**config.mk**
```make
export PLATFORM = sky130hd
export DESIGN_NAME = fft_output_reorder
export DESIGN_NICKNAME = d
export VERILOG_FILES = /design/src/rtl/fft_output_reorder.sv
export SDC_FILE = /design/constraint.sdc
export NUM_CORES = 1
export LEC_CHECK = 0
export ABC_AREA = 1
export CAP_MARGIN = 30
export CORE_ASPECT_RATIO = 1.25
export CORE_MARGIN = 4
export CORE_UTILIZATION = 31
export CTS_CLUSTER_SIZE = 16
export DETAILED_ROUTE_END_ITERATION = 7
export DONT_BUFFER_PORTS = 1
export RECOVER_POWER = 100
export SLEW_MARGIN = 10
export SYNTH_ARGS = -nofsm -noshare
export SYNTH_HDL_FRONTEND = slang
export SYNTH_SLANG_ARGS = --single-unit
```
**constraint.sdc**
```tcl
create_clock -name clk -period 5 [get_ports clk]
set_input_delay 1 -clock clk [delete_from_list [all_inputs] [get_ports clk]]
set_output_delay 1 -clock clk [all_outputs]
set_load 0.05 [all_outputs]
```
**src/rtl/fft_output_reorder.sv**
```systemverilog
// Reorders the bit-reversed 16-point FFT output into natural bin order through a 2-bank ping-pong buffer.
// Optional build macro OUT_SCALE_EN: applies 1/N normalisation with round-half-up on the emitted bins.
module fft_output_reorder #(
  parameter int WIDTH    = 16,
  parameter int N_POINTS = 16
) (
  input  logic             clk,
  input  logic             rst,
  input  logic             FFT_Valid,
  input  logic [WIDTH-1:0] FFT_Real,
  input  logic [WIDTH-1:0] FFT_Imag,
  output logic [WIDTH-1:0] Out_Real,
  output logic [WIDTH-1:0] Out_Imag,
  output logic             Out_Valid,
  output logic [3:0]       Out_Index,
  output logic             Out_Frame_Start,
  output logic             Out_Frame_End
);

  localparam int AW = $clog2(N_POINTS);

  typedef enum logic [0:0] {
    ST_IDLE = 1'b0,
    ST_READ = 1'b1
  } rd_state_t;

  logic [WIDTH-1:0] mem_re [2][N_POINTS];
  logic [WIDTH-1:0] mem_im [2][N_POINTS];

  logic [AW-1:0]    wr_cnt_r;
  logic             wr_bank_r;
  logic [1:0]       full_r;
  logic [AW-1:0]    rd_cnt_r;
  logic             rd_bank_r;
  rd_state_t        state_r;

  logic [WIDTH-1:0] out_real_r;
  logic [WIDTH-1:0] out_imag_r;
  logic             out_valid_r;
  logic [3:0]       out_index_r;
  logic             out_start_r;
  logic             out_end_r;

  logic             wr_last_s;
  logic             rd_last_s;
  logic             other_full_s;
  logic [1:0]       full_set_s;
  logic [1:0]       full_clr_s;
  logic [AW-1:0]    rd_addr_s;

  function automatic logic [AW-1:0] bitrev(input logic [AW-1:0] a);
    logic [AW-1:0] r;
    for (int i = 0; i < AW; i++) begin
      r[i] = a[AW-1-i];
    end
    return r;
  endfunction

  function automatic logic [WIDTH-1:0] out_scale(input logic [WIDTH-1:0] x);
`ifdef OUT_SCALE_EN
    logic signed [WIDTH:0] ext;
    logic signed [WIDTH:0] sh;
    ext = {x[WIDTH-1], x} + {{(WIDTH-3){1'b0}}, 4'd8};
    sh  = ext >>> 3'd4;
    return sh[WIDTH-1:0];
`else
    return x;
`endif
  endfunction

  assign wr_last_s  = FFT_Valid && (wr_cnt_r == {AW{1'b1}});
  assign rd_last_s  = (state_r == ST_READ) && (rd_cnt_r == {AW{1'b1}});
  assign full_set_s = wr_last_s ? (2'b01 << wr_bank_r) : 2'b00;
  assign full_clr_s = rd_last_s ? (2'b01 << rd_bank_r) : 2'b00;
  assign rd_addr_s  = bitrev(rd_cnt_r);
  // A bank completed by the writer on this very edge counts as ready, giving gapless hand-over
  assign other_full_s = full_r[~rd_bank_r] | (wr_last_s && (wr_bank_r != rd_bank_r));

  // Sample storage; contents are don't-care after reset
  always_ff @(posedge clk) begin
    if (FFT_Valid) begin
      mem_re[wr_bank_r][wr_cnt_r] <= FFT_Real;
      mem_im[wr_bank_r][wr_cnt_r] <= FFT_Imag;
    end
  end

  // Write counter and write bank pointer
  always_ff @(posedge clk or negedge rst) begin
    if (!rst) begin
      wr_cnt_r  <= {AW{1'b0}};
      wr_bank_r <= 1'b0;
    end else if (FFT_Valid) begin
      wr_cnt_r <= wr_cnt_r + {{(AW-1){1'b0}}, 1'b1};
      if (wr_last_s) begin
        wr_bank_r <= ~wr_bank_r;
      end
    end
  end

  // Bank-full flags: writer sets, reader clears, never on the same bank in one edge
  always_ff @(posedge clk or negedge rst) begin
    if (!rst) begin
      full_r <= 2'b00;
    end else begin
      full_r <= (full_r | full_set_s) & ~full_clr_s;
    end
  end

  // Read FSM with registered output stage
  always_ff @(posedge clk or negedge rst) begin
    if (!rst) begin
      state_r     <= ST_IDLE;
      rd_cnt_r    <= {AW{1'b0}};
      rd_bank_r   <= 1'b0;
      out_real_r  <= {WIDTH{1'b0}};
      out_imag_r  <= {WIDTH{1'b0}};
      out_valid_r <= 1'b0;
      out_index_r <= 4'd0;
      out_start_r <= 1'b0;
      out_end_r   <= 1'b0;
    end else begin
      case (state_r)
        ST_IDLE: begin
          out_valid_r <= 1'b0;
          out_start_r <= 1'b0;
          out_end_r   <= 1'b0;
          rd_cnt_r    <= {AW{1'b0}};
          if (full_r[rd_bank_r]) begin
            state_r <= ST_READ;
          end else begin
            state_r <= ST_IDLE;
          end
        end
        ST_READ: begin
          out_real_r  <= out_scale(mem_re[rd_bank_r][rd_addr_s]);
          out_imag_r  <= out_scale(mem_im[rd_bank_r][rd_addr_s]);
          out_valid_r <= 1'b1;
          out_index_r <= rd_cnt_r;
          out_start_r <= (rd_cnt_r == {AW{1'b0}});
          out_end_r   <= (rd_cnt_r == {AW{1'b1}});
          rd_cnt_r    <= rd_cnt_r + {{(AW-1){1'b0}}, 1'b1};
          if (rd_last_s) begin
            rd_bank_r <= ~rd_bank_r;
            state_r   <= other_full_s ? ST_READ : ST_IDLE;
          end else begin
            state_r <= ST_READ;
          end
        end
        default: begin
          state_r     <= ST_IDLE;
          rd_cnt_r    <= {AW{1'b0}};
          out_valid_r <= 1'b0;
          out_start_r <= 1'b0;
          out_end_r   <= 1'b0;
        end
      endcase
    end
  end

  assign Out_Real        = out_real_r;
  assign Out_Imag        = out_imag_r;
  assign Out_Valid       = out_valid_r;
  assign Out_Index       = out_index_r;
  assign Out_Frame_Start = out_start_r;
  assign Out_Frame_End   = out_end_r;

endmodule
```
==> reports/metrics.csv <==
stage,metric,value,unit
status,status,"complete, but fails checks",
status,violations,"capacitance limit, slew limit",
placed_design,io_buffers,0,
synth,syn_area,46300,um^2
route,drt_first_pass_iters,6,
synth,synth_area_leaders,"edfxtp_1 66%, nand2_1 14%, inv_1 6.4%",
synth,seq_area_frac_synth,69.3,%
clocking,clock_latency,0.71,ns
grt,antenna_found_initial,3,
route,ant_nets,0,
synth,synthesis.nets,4585,
route,wl_per_cell,18.8,um
synth,yosysTopAreaCell,edfxtp_1,
worst_setup_path,worstSetupStartpointType,flip-flop,
timing,finalSetupViolations,0,
power_and_ir_drop,power_density,544,nW/um^2
worst_setup_path,crit_arrival,4.18,ns
synth,synthArstFlopShare,4.83,%
worst_setup_path,end_kind,flip-flop,
worst_setup_path,r2r_cells,3,
route,wirelength,123000,um
synth,synth_common_cells,"1723 x nand2_1, 1024 x edfxtp_1, 785 x inv_1",
timing,min_period,3.94,ns
power_and_ir_drop,peakVddDrop,411,uV
synth,ys_ff_latch,1076,
die,start_util,31.2,%
clocking,htree_levels,3,
worst_setup_path,timing.rr.start,wr_bank_r,
grt,grt_max_degree,211,
job,maxCapViolations,34,
clocking,cts_resized,0,
timing,worstMarginPinSlew,2.91,ns
timing,rsz0062_at_grt,false,
route,drt_iter0_drc,2548,
placed_design,dp_cells,6323,
die,io_pins,74,
synth,avgSynthCellArea,10.2,um^2
die,die_w,353,um
route,drc,0,
synth,synth.most_common_cell,nand2_1,
die,core,148000,um^2
synth,netlist_instances,4544,
worst_setup_path,crit_start,wr_bank_r,
timing,skew,0.0424,ns
timing,min_period_over_period,78.7,%
synth,synth_cell_types,26,
worst_setup_path,crit_fanout,24,
cells_and_area,instances_no_fill,6517,
clocking,clock-sinks,1076,
clocking,cts_tree,yes,
timing,relSlewSlack,-94.2,%
clocking,path_clk_slew,0.07,ns
synth,synth_top_area_share,66.5,%
cells_and_area,syn2layout_area_growth,11.8,%
clocking,cts_buffers,100,
synth,synthFlopType,edfxtp_1,
synth,synth_edf_count,1024,
placed_design,gp_congestion,0.766,
grt,grt_pass1_wl,183000,um
timing,drv_slew,620,
clocking,clockRootBuffer,clkbuf_16,
timing,final.setup.tns,0,ns
power_and_ir_drop,leakage,21.8,nW
worst_setup_path,required,5.24,ns
route,via_per_inst,4.61,
placed_design,place_hpwl,66300,um
timing,hold_viol,0,
cells_and_area,multi_input_area,10100,um^2
cells_and_area,ff_latch_area,32100,um^2
cells_and_area,drive_gt1_share,4.31,%
worst_setup_path,path_class,reg2reg,
grt,grt.overflow.total,0,
worst_hold_path,min-delay-path-class,in2async,
grt,grt_pass1_vias,29100,
clocking,cts_buffer_depth,3,
die,rows,158,
clocking,post_cts_buffers,0,
grt,grtUsageTotal,15.5,%
die,die-area,155000,um^2
synth,ys_warn_count,0,
timing,timing.fmax,254,MHz
die,die_h,440,um
cells_and_area,final_nets,4548,
cells_and_area,fillers,14600,
route,num_vias,30000,
-- cells by family after synthesis --
family	synth area share, %
AO/OA/AOI/OAI	0.454
AND/OR/NAND/NOR	21.2
XOR/XNOR	0.0568
flip-flops	69.3
buffers and inverters	8.80
adder cells (fa/ha/maj)	0.162
-- critical path, cell delays in order, from the launching register on --
cell and delay (ns):
dfrtp_1 0.71, inv_1 0.41, nor3_1 0.59, clkbuf_1 1.72
-- registers in the layout (all words and copies together) (netlist names) --
register         count
Out_Frame_End        1
Out_Frame_Start      1
Out_Imag            16
Out_Index            4
Out_Real            16
Out_Valid            1
full_r               2
mem_im             512
mem_re             512
rd_bank_r            1
rd_cnt_r             4
state_r              1
wr_bank_r            1
wr_cnt_r             4
-- per-stage QoR --
step | util, % | total power [W] | worst slack, ns | hold slack (ns) | area, um^2
final | 34.9 | 0.0282 | 1.06 | 0.195 | 51700
after floorplan | - | 0.0175 | 0.812 | 0.470 | 46300
after detailed placement | 32.7 | 0.0203 | 2.01 | 0.547 | 48500
after CTS | 35.1 | 0.0284 | 1.95 | 0.145 | 52000
after global routing | 34.9 | 0.0297 | 1.01 | 0.181 | 51700
after global placement | 32.7 | 0.0202 | 1.83 | 0.542 | 48400
-- metal layers --
metal / share of wire, % / vias up / global-route usage [%]
li1: - / 14400 / -
met1: 41 / 14500 / 19.3
met2: 49 / 923 / 27.1
met3: 6.9 / 194 / 2.78
met4: 3.0 / 0 / 5.42
met5: 0 / - / 0
-- cells in the final DEF, fill, tap and decap left out, drive strengths merged, types with 4 or more instances in the layout --
cell | netlist | routed
buf | 177 | 33
bufinv | 0 | 16
clkbuf | 43 | 173
clkinv | 0 | 45
clkinvlp | 0 | 4
dfrtp | 52 | 52
edfxtp | 1024 | 1024
ha | 6 | 6
inv | 787 | 786
nand2 | 1723 | 1723
nand3 | 580 | 580
nor2 | 80 | 80
nor3 | 24 | 24
o21ai | 38 | 38
-- repair_timing --
item / in CTS / in global routing
hold endpoints to repair: 52 / 0
setup endpoints to repair: 0 / 0
hold buffers: 1 / 0
-- area by class of cell --
cell class,count,area share (%)
antenna,3,0.0145
clock inverter,64,1.53
multi-input combinational,2461,19.6
timing repair buffer,81,1.23
clock buffer,125,5.22
sequential,1076,62.0
inverter,787,5.76
tap,1920,4.64
-- where the power goes --
group          switching (W)  internal (W)  total, W
sequential           0.00105        0.0106    0.0117
combinational        0.00611       0.00232   0.00842
clock                0.00339       0.00468   0.00807
total                 0.0105        0.0176    0.0282
-- final timing paths --
check | to | slack (ns)
worst max-delay path | mem_re[1][52] | 1.06
worst min-delay path | Out_Imag[7] | 0.20
worst max register to register | mem_re[1][52] | 1.06
worst min register to register | wr_cnt_r[0] | 0.56
max in group asynchronous | rd_cnt_r[2] | 4.47
min in group clk | mem_re[1][57] | 0.38
Note: power is estimated with default switching activity, not from simulation.
